--- config.mk ---
export PLATFORM = sky130hd
export DESIGN_NAME = uart_word_assembler
export DESIGN_NICKNAME = d
export VERILOG_FILES = /design/src/rtl/uart_word_assembler.sv
export SDC_FILE = /design/constraint.sdc
export NUM_CORES = 1
export LEC_CHECK = 0
export ABC_AREA = 1
export ABC_CLOCK_PERIOD_IN_PS = 1600
export BUFFER_PORTS_ARGS = -buffer_cell sky130_fd_sc_hd__buf_2
export CAP_MARGIN = 20
export CORE_ASPECT_RATIO = 1.1
export CORE_UTILIZATION = 50
export DETAILED_ROUTE_END_ITERATION = 16
export PLACE_DENSITY = 0.69
export SLEW_MARGIN = 20
export SYNTH_ARGS = -nofsm -noshare
export SYNTH_HDL_FRONTEND = slang
export SYNTH_SLANG_ARGS = --single-unit
export TNS_END_PERCENT = 100
--- constraint.sdc ---
create_clock -name Clk -period 1.6 [get_ports Clk]
set_input_delay 0.08 -clock Clk [delete_from_list [all_inputs] [get_ports Clk]]
set_output_delay 0.08 -clock Clk [all_outputs]
set_load 0.05 [all_outputs]
--- src/rtl/uart_word_assembler.sv ---
// Packs consecutive UART RX bytes into 32-bit words behind a valid/ready holding register.
// Optional XOR checksum byte (fifth byte) enabled by defining UART_WORD_ASM_CKSUM_EN.
module uart_word_assembler #(
  parameter int MSB_FIRST = 1,
  parameter int TIMEOUT   = 200000,
  parameter int TO_W      = 18
) (
  input  logic        Clk,
  input  logic        Rst_n,
  input  logic [7:0]  RxData,
  input  logic        RxDone,
  output logic [31:0] Word,
  output logic        WordValid,
  input  logic        WordReady,
  output logic        Overrun,
  output logic        Timeout,
  output logic        ChkErr
);

  typedef enum logic [2:0] {
    S_IDLE = 3'd0,
    S_B1   = 3'd1,
    S_B2   = 3'd2,
    S_B3   = 3'd3,
    S_B4   = 3'd4
  } state_e;

  localparam logic [TO_W-1:0] TO_LAST = TO_W'(TIMEOUT - 1);
  localparam logic [TO_W-1:0] TO_ONE  = TO_W'(1);

  function automatic logic [7:0] word_xor(input logic [31:0] w);
    word_xor = w[31:24] ^ w[23:16] ^ w[15:8] ^ w[7:0];
  endfunction

  logic          rxdone_q;
  state_e        state_q, state_d;
  logic [31:0]   shift_q, shift_d;
  logic [TO_W-1:0] to_cnt_q, to_cnt_d;
  logic          cmp_q, cmp_d;
  logic [31:0]   cmp_word_q, cmp_word_d;
  logic [31:0]   word_q, word_d;
  logic          valid_q, valid_d;
  logic          ovr_q, ovr_d;
  logic          tmo_q, tmo_d;
  logic          byte_stb_s;
  logic [31:0]   shifted_s;

  assign byte_stb_s = RxDone & ~rxdone_q;
  assign shifted_s  = (MSB_FIRST != 0) ? {shift_q[23:0], RxData}
                                       : {RxData, shift_q[31:8]};

`ifdef UART_WORD_ASM_CKSUM_EN
  logic chk_q, chk_d;
`endif

  // Frame assembly: byte counting, shifting, inter-byte timeout
  always_comb begin
    state_d    = state_q;
    shift_d    = shift_q;
    to_cnt_d   = to_cnt_q;
    cmp_d      = 1'b0;
    cmp_word_d = cmp_word_q;
    tmo_d      = 1'b0;
`ifdef UART_WORD_ASM_CKSUM_EN
    chk_d      = 1'b0;
`endif
    if (state_q == S_IDLE) begin
      to_cnt_d = '0;
      if (byte_stb_s) begin
        shift_d = shifted_s;
        state_d = S_B1;
      end else begin
        state_d = S_IDLE;
      end
    end else if (byte_stb_s) begin
      // A strobe on the expiry cycle still counts as a continuation byte
      to_cnt_d = '0;
      case (state_q)
        S_B1: begin
          shift_d = shifted_s;
          state_d = S_B2;
        end
        S_B2: begin
          shift_d = shifted_s;
          state_d = S_B3;
        end
        S_B3: begin
`ifdef UART_WORD_ASM_CKSUM_EN
          shift_d    = shifted_s;
          state_d    = S_B4;
`else
          shift_d    = '0;
          state_d    = S_IDLE;
          cmp_d      = 1'b1;
          cmp_word_d = shifted_s;
`endif
        end
`ifdef UART_WORD_ASM_CKSUM_EN
        S_B4: begin
          shift_d = '0;
          state_d = S_IDLE;
          if (RxData == word_xor(shift_q)) begin
            cmp_d      = 1'b1;
            cmp_word_d = shift_q;
          end else begin
            chk_d = 1'b1;
          end
        end
`endif
        default: begin
          shift_d = '0;
          state_d = S_IDLE;
        end
      endcase
    end else if (to_cnt_q == TO_LAST) begin
      state_d  = S_IDLE;
      shift_d  = '0;
      to_cnt_d = '0;
      tmo_d    = 1'b1;
    end else begin
      to_cnt_d = to_cnt_q + TO_ONE;
    end
  end

  // Holding register: load completed word unless a stalled word is still pending
  always_comb begin
    word_d  = word_q;
    valid_d = valid_q;
    ovr_d   = 1'b0;
    if (cmp_q) begin
      if (!valid_q || WordReady) begin
        word_d  = cmp_word_q;
        valid_d = 1'b1;
      end else begin
        ovr_d = 1'b1;
      end
    end else if (valid_q && WordReady) begin
      valid_d = 1'b0;
    end else begin
      valid_d = valid_q;
    end
  end

  // State and output registers
  always_ff @(posedge Clk or negedge Rst_n) begin
    if (!Rst_n) begin
      rxdone_q   <= 1'b0;
      state_q    <= S_IDLE;
      shift_q    <= 32'h0000_0000;
      to_cnt_q   <= '0;
      cmp_q      <= 1'b0;
      cmp_word_q <= 32'h0000_0000;
      word_q     <= 32'h0000_0000;
      valid_q    <= 1'b0;
      ovr_q      <= 1'b0;
      tmo_q      <= 1'b0;
    end else begin
      rxdone_q   <= RxDone;
      state_q    <= state_d;
      shift_q    <= shift_d;
      to_cnt_q   <= to_cnt_d;
      cmp_q      <= cmp_d;
      cmp_word_q <= cmp_word_d;
      word_q     <= word_d;
      valid_q    <= valid_d;
      ovr_q      <= ovr_d;
      tmo_q      <= tmo_d;
    end
  end

`ifdef UART_WORD_ASM_CKSUM_EN
  // Checksum error pulse register
  always_ff @(posedge Clk or negedge Rst_n) begin
    if (!Rst_n) begin
      chk_q <= 1'b0;
    end else begin
      chk_q <= chk_d;
    end
  end
  assign ChkErr = chk_q;
`else
  assign ChkErr = 1'b0;
`endif

  assign Word      = word_q;
  assign WordValid = valid_q;
  assign Overrun   = ovr_q;
  assign Timeout   = tmo_q;

endmodule

==> run summary, run 1 <==
Post-Syn Area: 4950 um2
Clock power frac: 47.1%
die area: 10300 um2
CP Class: flip-flop to flip-flop
Placed Cells: 654
Iteration-0 DRC Markers: 181
CP max FO: 5
Detailed Routing Iterations Pass 1: 4
pin count of the biggest net entering global routing: 60
I/O pins: 48
gr ovfl total: 0
Detailed Route WL: 9870 um
H-Tree Depth: 4
Starting Density: 52.2%
Net Count, Synth: 521
synthesized area per cell: 9.81 um2
DPL Wire Length: 6100 um
placed inst area: 5330 um2
final setup violating endpoints: 0
fin nets: 590
#FFs+latches synth: 113
Int Power: 0.00521 W
Switching Share: 24.0%
Area Overhead vs Synth: 21.9%
Final Cell Area: 6040 um2
period utilisation layout: 94.8%
initial antenna violation count: 0
Layout Utilization: 63.7%
Vias: 3636
routability cong.: 0.820
max-cap viol count: 0
clk sink count: 113
LEAKAGE: 2.97 nW
IO buf count: 46
residual DRC count: 0
remaining antenna violation count after routing: 0
Hold Crit Class: input pin to async pin
Cells after Synth: 505
clk_skew: 0.00460 ns
Root Buffer: clkbuf_8
Via density: 5.18
Seq pwr share: 45.5%
fin crit period: 1.52 ns
Site Rows: 37
Num CTS Buffers: 17
sw power: 0.00164 W
Chip Width: 96.9 um
vias in the first global route: 3621
clock latency on the worst-skew pair: 0.52 ns
fraction of layout cells with a size suffix above 1: 27.2%
final hold viol count: 0
Peak VDD IR: 0.000644 V
die height: 106 um
crit path DAT: 1.92 ns
hold_ws: 0.121 ns
max frequency: 0.659 GHz
Ys Warns: 0
Worst setup SP type: flip-flop
Distinct cells, synth: 32
Total GRT Usage: 21.1%
global-route wire length before repair: 17100 um
register area share after synthesis: 57.1%
outcome: finished clean
Setup TNS Final: 0 ns
Finished Layout Cells: 702
Worst Path Required: 2.00 ns
max-slew violations: 0
CTS max path bufs: 2
ANT cells: 0
Comb pwr share: 7.4%
drt wl/cell: 14.1 um
Core Area: 9490 um2
TritonCTS clock tree: yes
Crit. End Element: flip-flop
Power Density: 1140 nW/um2
Clock transition at path regs: 0.05 ns
## state kept, by name (all words and copies together) (netlist names)
register,count
Overrun,1
Timeout,1
Word,32
WordValid,1
cmp_q,1
cmp_word_q,32
rxdone_q,1
shift_q,24
state_q,2
to_cnt_q,18
## timing repair
action | CTS | global route
resized for setup | 0 | 3
endpoints found under the hold margin | 132 | 0
setup endpoints to repair | 0 | 36
buffers inserted | 0 | 5
hold buffers | 12 | 0
## area by class of cell
type,instances,area [um2]
fillers,760,3450
flip-flops and latches,113,2830
multi-input cells,318,1800
repair buffers,77,576
clock buffers,24,480
inverters,47,176
well taps,117,146
clock inverters,6,32.5
## worst max-delay path, cell delays in order, from the launching register on
cell and delay, ns:
dfrtp_1 0.37, ha_2 0.21, nand3_2 0.10, nor2_4 0.22
nand3_2 0.19, nand2_4 0.15, buf_4 0.13, nor2_1 0.04
## cell usage in the layout, fill, tap and decap left out
cell type / synthesis / layout
a21oi_1: 1 / 1
and2_1: 1 / 1
buf_12: 0 / 5
buf_2: 8 / 45
buf_4: 6 / 14
clkbuf_1: 10 / 3
clkbuf_16: 0 / 17
clkbuf_8: 0 / 5
clkinv_1: 1 / 1
clkinv_2: 0 / 5
clkinvlp_4: 0 / 1
conb_1: 1 / 1
dfrtp_1: 113 / 113
dlygate4sd3_1: 0 / 12
ha_1: 4 / 2
ha_2: 0 / 2
inv_1: 45 / 44
inv_2: 1 / 2
mux2_2: 6 / 6
nand2_1: 98 / 97
nand2_2: 25 / 26
nand2_4: 1 / 1
nand3_1: 15 / 15
nand3_2: 23 / 23
nand3b_1: 1 / 1
nand4_1: 5 / 5
nand4_4: 1 / 1
nor2_1: 37 / 37
nor2_2: 1 / 1
nor2_4: 4 / 4
nor3_1: 5 / 5
nor3_4: 1 / 1
o211ai_1: 24 / 24
o21ai_0: 55 / 55
o21ai_1: 1 / 1
o21bai_1: 1 / 1
xnor2_1: 4 / 4
xor2_1: 3 / 3
## through the flow
stage,worst slack (ns),power [W]
detailed placement,0.0441,0.00364
global route,-0.00988,0.00713
global placement,0.0973,0.00362
floorplan,0.0758,0.00345
finish,0.0831,0.00686
CTS,0.0322,0.00690
## layer usage
metal / up-vias / wire [um] / track usage (%)
li1: 1776 / - / -
met1: 1767 / 4630 / 27.7
met2: 80 / 4660 / 31.9
met3: 13 / 421 / 6.64
met4: 0 / 146 / 9.91
met5: - / 0 / 0
## power by group through the flow
stage,Sequential [W],Clock (W),Combinational [W]
floorplan,0.00318,0,0.000268
global placement,0.00316,0,0.000459
detailed placement,0.00316,0,0.000472
CTS,0.00312,0.00328,0.000497
global route,0.00313,0.00342,0.000568
finish,0.00312,0.00323,0.000508
## synthesized netlist by cell type (all sizes together)
cell / instances / area (um2)
a21oi: 1 / 5.00
and2: 1 / 6.26
buf: 17 / 119
clkbuf: 10 / 37.5
clkinv: 1 / 3.75
conb: 1 / 3.75
dfrtp: 113 / 2830
ha: 4 / 50.1
inv: 46 / 173
mux2: 6 / 67.6
nand2: 124 / 536
nand3: 38 / 305
nand3b: 1 / 7.51
nand4: 6 / 52.6
nor2: 42 / 190
nor3: 6 / 41.3
o211ai: 24 / 180
o21ai: 56 / 280
o21bai: 1 / 7.51
xnor2: 4 / 35.0
xor2: 3 / 26.3
## kinds of logic (layout without fill, tap and decap cells)
logic type | after synthesis | count (layout) | share of synthesized area, %
compound gates | 82 | 82 | 9.55
xor+xnor | 7 | 7 | 1.24
fa+ha+maj | 4 | 4 | 1.01
buf+inv | 74 | 154 | 6.72
flops | 113 | 113 | 57.1
mux | 6 | 6 | 1.36
other cells | 1 | 1 | 0.0757
simple gates | 218 | 218 | 23.0
## path summary, 6_finish.rpt
path                                  startpoint                    end  slack (ns)  cells after the start
min in group Clk                          RxDone     rxdone_q$_DFF_PN0_        0.23                      2
max in group asynchronous                  Rst_n   Word[21]$_DFFE_PN0P_        1.03                      3
min reg2reg                to_cnt_q[0]$_DFF_PN0_  to_cnt_q[0]$_DFF_PN0_        0.46                      1
max                        to_cnt_q[1]$_DFF_PN0_  to_cnt_q[0]$_DFF_PN0_        0.08                      7
min                                        Rst_n   Word[14]$_DFFE_PN0P_        0.12                      3
max reg2reg                to_cnt_q[1]$_DFF_PN0_  to_cnt_q[0]$_DFF_PN0_        0.08                      7
No activity file was read; power rests on OpenSTA's default activity.
==> run 2: changes to the inputs <==
--- a/config.mk
+++ b/config.mk
@@ -12,7 +12,8 @@
 export CORE_ASPECT_RATIO = 1.1
 export CORE_UTILIZATION = 50
 export DETAILED_ROUTE_END_ITERATION = 16
-export PLACE_DENSITY = 0.69
+export PLACE_DENSITY_LB_ADDON = 0.25
+export REMOVE_ABC_BUFFERS = 1
 export SLEW_MARGIN = 20
 export SYNTH_ARGS = -nofsm -noshare
 export SYNTH_HDL_FRONTEND = slang
==> run 2 against run 1 <==
Against the previous run:
- final area is 1.2% higher
- hold slack improved by 0.067 ns
- clock power grew 15%
- largest cell class unchanged
- critical path depth is the same
- power up 6.6%
- die area stayed put
- maximum frequency increased by 1.1%
- routed wire length fell by 2.3%
- first-iteration DRC count is 28% lower
- cell count up 0.28%
==> run summary, run 2 (synthesis results as in run 1) <==
Crit. End Element: flip-flop
Worst setup SP type: flip-flop
uppermost routed layer: met4
routed metal-1 wirelength: 4380 um
Setup crit end: shift_q[18]$_DFFE_PN0P_
pin count of the biggest net entering global routing: 114
slowest CP cell: dfrtp_1
Core Area: 9490 um2
Hold Crit Class: input pin to async pin
max-cap viol count: 0
outcome: finished clean
Crit. Startpoint: to_cnt_q[0]$_DFF_PN0_
most frequent cells in the layout: 113 x dfrtp_1, 97 x nand2_1, 55 x o21ai_0, 45 x buf_2, 44 x inv_1
Worst path depth: 7
crit path DAT: 1.90 ns
path depth of the worst reg2reg path: 7
hold_ws: 0.188 ns
Starting Density: 52.2%
Power Density: 1200 nW/um2
Relative slew margins: 61.7%
die height: 106 um
fraction of layout cells with a size suffix above 1: 28.1%
Peak VDD IR: 0.000643 V
Chip Width: 96.9 um
Iteration-0 DRC Markers: 130
CP bufs+invs: 1
clk sink count: 113
fin crit period: 1.50 ns
period utilisation layout: 93.8%
r2r endpoint: shift_q[18]$_DFFE_PN0P_
most frequent CP cell: nand3_2
Clock transition at path regs: 0.06 ns
fin nets: 590
CP Class: flip-flop to flip-flop
CP max FO: 12
max-slew violations: 0
most common cell after layout, fill and taps aside: dfrtp_1
max frequency: 0.667 GHz
CTS max path bufs: 2
r2r startpoint: to_cnt_q[0]$_DFF_PN0_
Site Rows: 37
Worst Path Required: 2.00 ns
Worst-Margin Slew: 0.575 ns
vias in the first global route: 3579
TritonCTS clock tree: yes
residual DRC count: 0
Area Overhead vs Synth: 23.3%
global-route wire length before repair: 16800 um
die area: 10300 um2
Root Buffer: clkbuf_8
clk_skew: 0.00805 ns
placed inst area: 5350 um2
I/O pins: 48
Via density: 5.12
largest delay contributor family on the critical path: simple AND/OR/NAND/NOR gates
Detail Route met3 WL: 311 um
final setup violating endpoints: 0
drt wl/cell: 13.7 um
CP cell instances: ha_2, nand3_2, nor2_4, nand4_4, clkbuf_16, nand3_2, nand2_2
routability cong.: 0.847
clock latency on the worst-skew pair: 0.52 ns
remaining antenna violation count after routing: 0
met2 WL: 4790 um
Detailed Routing Iterations Pass 1: 5
ANT cells: 0
Final Cell Area: 6110 um2
gr ovfl total: 0
Detailed Route WL: 9640 um
Num CTS Buffers: 17
Total GRT Usage: 20.8%
LEAKAGE: 2.98 nW
FF-to-FF setup slack: 0.1 ns
Vias: 3603
delay of the slowest critical-path stage: 0.35 ns
IO buf count: 46
DPL Wire Length: 5810 um
final hold viol count: 0
initial antenna violation count: 0
H-Tree Depth: 4
-- run 2: metrics by stage --
stage / instances / util [%] / setup WS [ns] / power (W) / setup TNS (ns)
floorplan: 478 / - / -0.763 / 0.00343 / -45.06
detailed placement: 657 / 56.4 / 0.0771 / 0.00363 / 0
finish: 704 / 64.4 / 0.100 / 0.00731 / 0
global route: 704 / 64.4 / -0.0171 / 0.00759 / -0.149
global placement: 657 / 56.4 / 0.0982 / 0.00361 / 0
CTS: 700 / 63.8 / 0.0577 / 0.00737 / 0
-- run 2: routing by layer --
metal | track usage (%) | up-vias
li1 | - | 1780
met1 | 26.5 | 1737
met2 | 32.9 | 73
met3 | 5.72 | 13
met4 | 10.0 | 0
met5 | 0 | -
-- run 2: area by class of cell --
class / count / area [um2]
Inverter: 47 / 176
Multi-Input combinational cell: 319 / 1820
Timing Repair Buffer: 76 / 553
Tap cell: 117 / 146
Fill cell: 743 / 3380
Clock buffer: 18 / 428
Sequential cell: 113 / 2830
Clock inverter: 14 / 164
-- run 2: worst min-delay path, cell delays in order --
cell and delay, ns:
dlygate4sd3_1 0.53, buf_4 0.12, buf_12 0.43
-- run 2: worst min path at each step --
stage / slack (ns) / cells past startpoint / to / startpoint
4_1_cts: 0.21 / 3 / Word[31]$_DFFE_PN0P_ / Rst_n
2_1_floorplan: -0.22 / 0 / Overrun$_DFF_PN0_ / Rst_n
5_1_grt: 0.22 / 2 / rxdone_q$_DFF_PN0_ / RxDone
6_report: 0.19 / 3 / Word[16]$_DFFE_PN0P_ / Rst_n
3_5_place_dp: 0.21 / 2 / Overrun$_DFF_PN0_ / Rst_n
3_3_place_gp: 0.20 / 1 / rxdone_q$_DFF_PN0_ / RxDone
-- run 2: power breakdown --
part / leakage, nW / internal [W] / switching [W]
clock network: 0.275 / 0.00240 / 0.00131
registers: 1.42 / 0.00300 / 0.000106
logic: 1.29 / 0.000175 / 0.000323
total: 2.98 / 0.00557 / 0.00174
-- run 2: what timing repair did --
item | CTS | global route
setup endpoints to repair | 0 | 41
resized for setup | 0 | 4
endpoints found under the hold margin | 133 | 0
setup buffers | 0 | 2
hold buffers | 11 | 0
==> run 3: changes to the inputs <==
--- a/config.mk
+++ b/config.mk
@@ -10,7 +10,7 @@
 export BUFFER_PORTS_ARGS = -buffer_cell sky130_fd_sc_hd__buf_2
 export CAP_MARGIN = 20
 export CORE_ASPECT_RATIO = 1.1
-export CORE_UTILIZATION = 50
+export CORE_UTILIZATION = 35
 export DETAILED_ROUTE_END_ITERATION = 16
 export PLACE_DENSITY_LB_ADDON = 0.25
 export REMOVE_ABC_BUFFERS = 1
==> run 3 against run 2 <==
Against the previous run:
- sequential power barely moved
- hold slack improved by 0.015 ns
- register-to-register slack barely moved
- critical path depth did not move
- die area rose by 42%
- cell count rose by 10%
==> run summary, run 3 (synthesis results as in run 1) <==
Num CTS Buffers: 17
die height: 127 um
Core Area: 13800 um2
Detailed Route WL: 10300 um
period utilisation layout: 94.3%
Worst-Margin Slew: 0.559 ns
largest delay contributor family on the critical path: simple AND/OR/NAND/NOR gates
Via density: 4.63
r2r startpoint: to_cnt_q[0]$_DFF_PN0_
max-slew violations: 0
FF-to-FF setup slack: 0.09 ns
DPL Wire Length: 6680 um
Relative slew margins: 62.7%
TritonCTS clock tree: yes
ANT cells: 0
Starting Density: 35.9%
slowest CP cell: dfrtp_1
Area Overhead vs Synth: 27.9%
H-Tree Depth: 4
Tot Pwr: 0.00817 W
Clock transition at path regs: 0.05 ns
LEAKAGE: 3.06 nW
die area: 14600 um2
Worst setup SP type: flip-flop
CP cell instances: ha_4, nand3_2, nor2_4, nand4_4, buf_12, nand3_1, nand2_1
fin crit period: 1.51 ns
Vias: 3589
Power Density: 1290 nW/um2
Root Buffer: clkbuf_16
Worst Path Required: 1.90 ns
Iteration-0 DRC Markers: 178
Site Rows: 45
Chip Width: 115 um
Setup TNS Final: 0 ns
Hold Crit Class: input pin to async pin
r2r endpoint: shift_q[1]$_DFFE_PN0P_
max-cap viol count: 0
RSZ-0062 raised after global routing: false
CTS max path bufs: 2
clk_skew: 0.00594 ns
routability cong.: 0.830
clock latency on the worst-skew pair: 0.42 ns
most common cell after layout, fill and taps aside: dfrtp_1
I/O pins: 48
Detailed Routing Iterations Pass 1: 4
most frequent cells in the layout: 113 x dfrtp_1, 97 x nand2_1, 55 x o21ai_0, 45 x buf_2, 44 x inv_1
drt wl/cell: 13.3 um
Peak VDD IR: 0.000589 V
path depth of the worst reg2reg path: 7
IO buf count: 46
max frequency: 0.663 GHz
final setup violating endpoints: 0
final hold viol count: 0
CP max FO: 24
global-route wire length before repair: 17200 um
Total GRT Usage: 15.5%
CP bufs+invs: 1
delay of the slowest critical-path stage: 0.41 ns
Crit. End Element: flip-flop
crit path DAT: 1.81 ns
hold_ws: 0.203 ns
fin nets: 591
outcome: finished clean
pin count of the biggest net entering global routing: 43
Final Cell Area: 6340 um2
vias in the first global route: 3585
remaining antenna violation count after routing: 0
residual DRC count: 0
placed inst area: 5450 um2
clk sink count: 113
CP Class: flip-flop to flip-flop
fraction of layout cells with a size suffix above 1: 28.2%
initial antenna violation count: 0
gr ovfl total: 0
-- run 3: changes by cell type in the layout (fill, tap and decap cells not counted), sizes merged --
cell | previous run | this run
clkinv | 5 | 2
clkbuf | 19 | 23
bufinv | 3 | 7
clkinvlp | 6 | 1
buf | 64 | 66
inv | 47 | 46
-- run 3: area by class of cell --
class	count	area, um2
Clock buffer	23	498
Clock inverter	9	223
Sequential cell	113	2830
Multi-Input combinational cell	319	1830
Timing Repair Buffer	77	543
Fill cell	1308	7460
Inverter	47	176
Tap cell	188	235
-- run 3: timing repair --
action                                  CTS  global route
hold buffers                             11             0
endpoints found under the setup margin    0            27
setup buffers                             0             2
resized for setup                         0             7
hold endpoints to repair                 57             0
-- run 3: worst max path at each step --
stage	start	endpoint	slack, ns	cells after the start
6_report	to_cnt_q[0]$_DFF_PN0_	shift_q[1]$_DFFE_PN0P_	0.09	7
5_1_grt	to_cnt_q[0]$_DFF_PN0_	state_q[0]$_DFFE_PN0P_	0.006	6
4_1_cts	state_q[0]$_DFFE_PN0P_	state_q[1]$_DFFE_PN0P_	0.006	5
3_5_place_dp	state_q[0]$_DFFE_PN0P_	state_q[1]$_DFFE_PN0P_	0.02	5
3_3_place_gp	state_q[0]$_DFFE_PN0P_	state_q[1]$_DFFE_PN0P_	0.05	5
2_1_floorplan	rxdone_q$_DFF_PN0_	to_cnt_q[12]$_DFF_PN0_	-0.76	4
-- run 3: worst register-to-register path: cells and delay by family (launching register included) --
kind / cells / cell delay, ns
buffers and inverters: 1 / 0.20
AND/OR/NAND/NOR: 5 / 0.62
flip-flops: 1 / 0.41
adder cells (fa/ha/maj): 1 / 0.17
-- run 3: where the power goes --
| part | total (W) | switching (W) | internal [W] |
|---|---|---|---|
| clock network | 0.00456 | 0.00127 | 0.00328 |
| logic | 0.000511 | 0.000334 | 0.000177 |
| registers | 0.00311 | 0.000106 | 0.00300 |
-- run 3: stage by stage --
step | util, % | cells | setup slack, ns
finish | 45.9 | 776 | 0.0912
detailed placement | 39.5 | 730 | 0.0248
CTS | 45.6 | 773 | 0.00642
floorplan | - | 478 | -0.763
global route | 45.9 | 776 | 0.00564
global placement | 39.5 | 730 | 0.0469
-- run 3: routing by layer --
metal,vias up,global-route usage [%],share of wire [%],routed length [um]
met5,-,0,0,0
met4,0,7.33,1.1,111
met3,13,4.63,3.6,375
met2,54,24.1,48,4920
met1,1731,19.5,47,4870
li1,1791,-,-,-
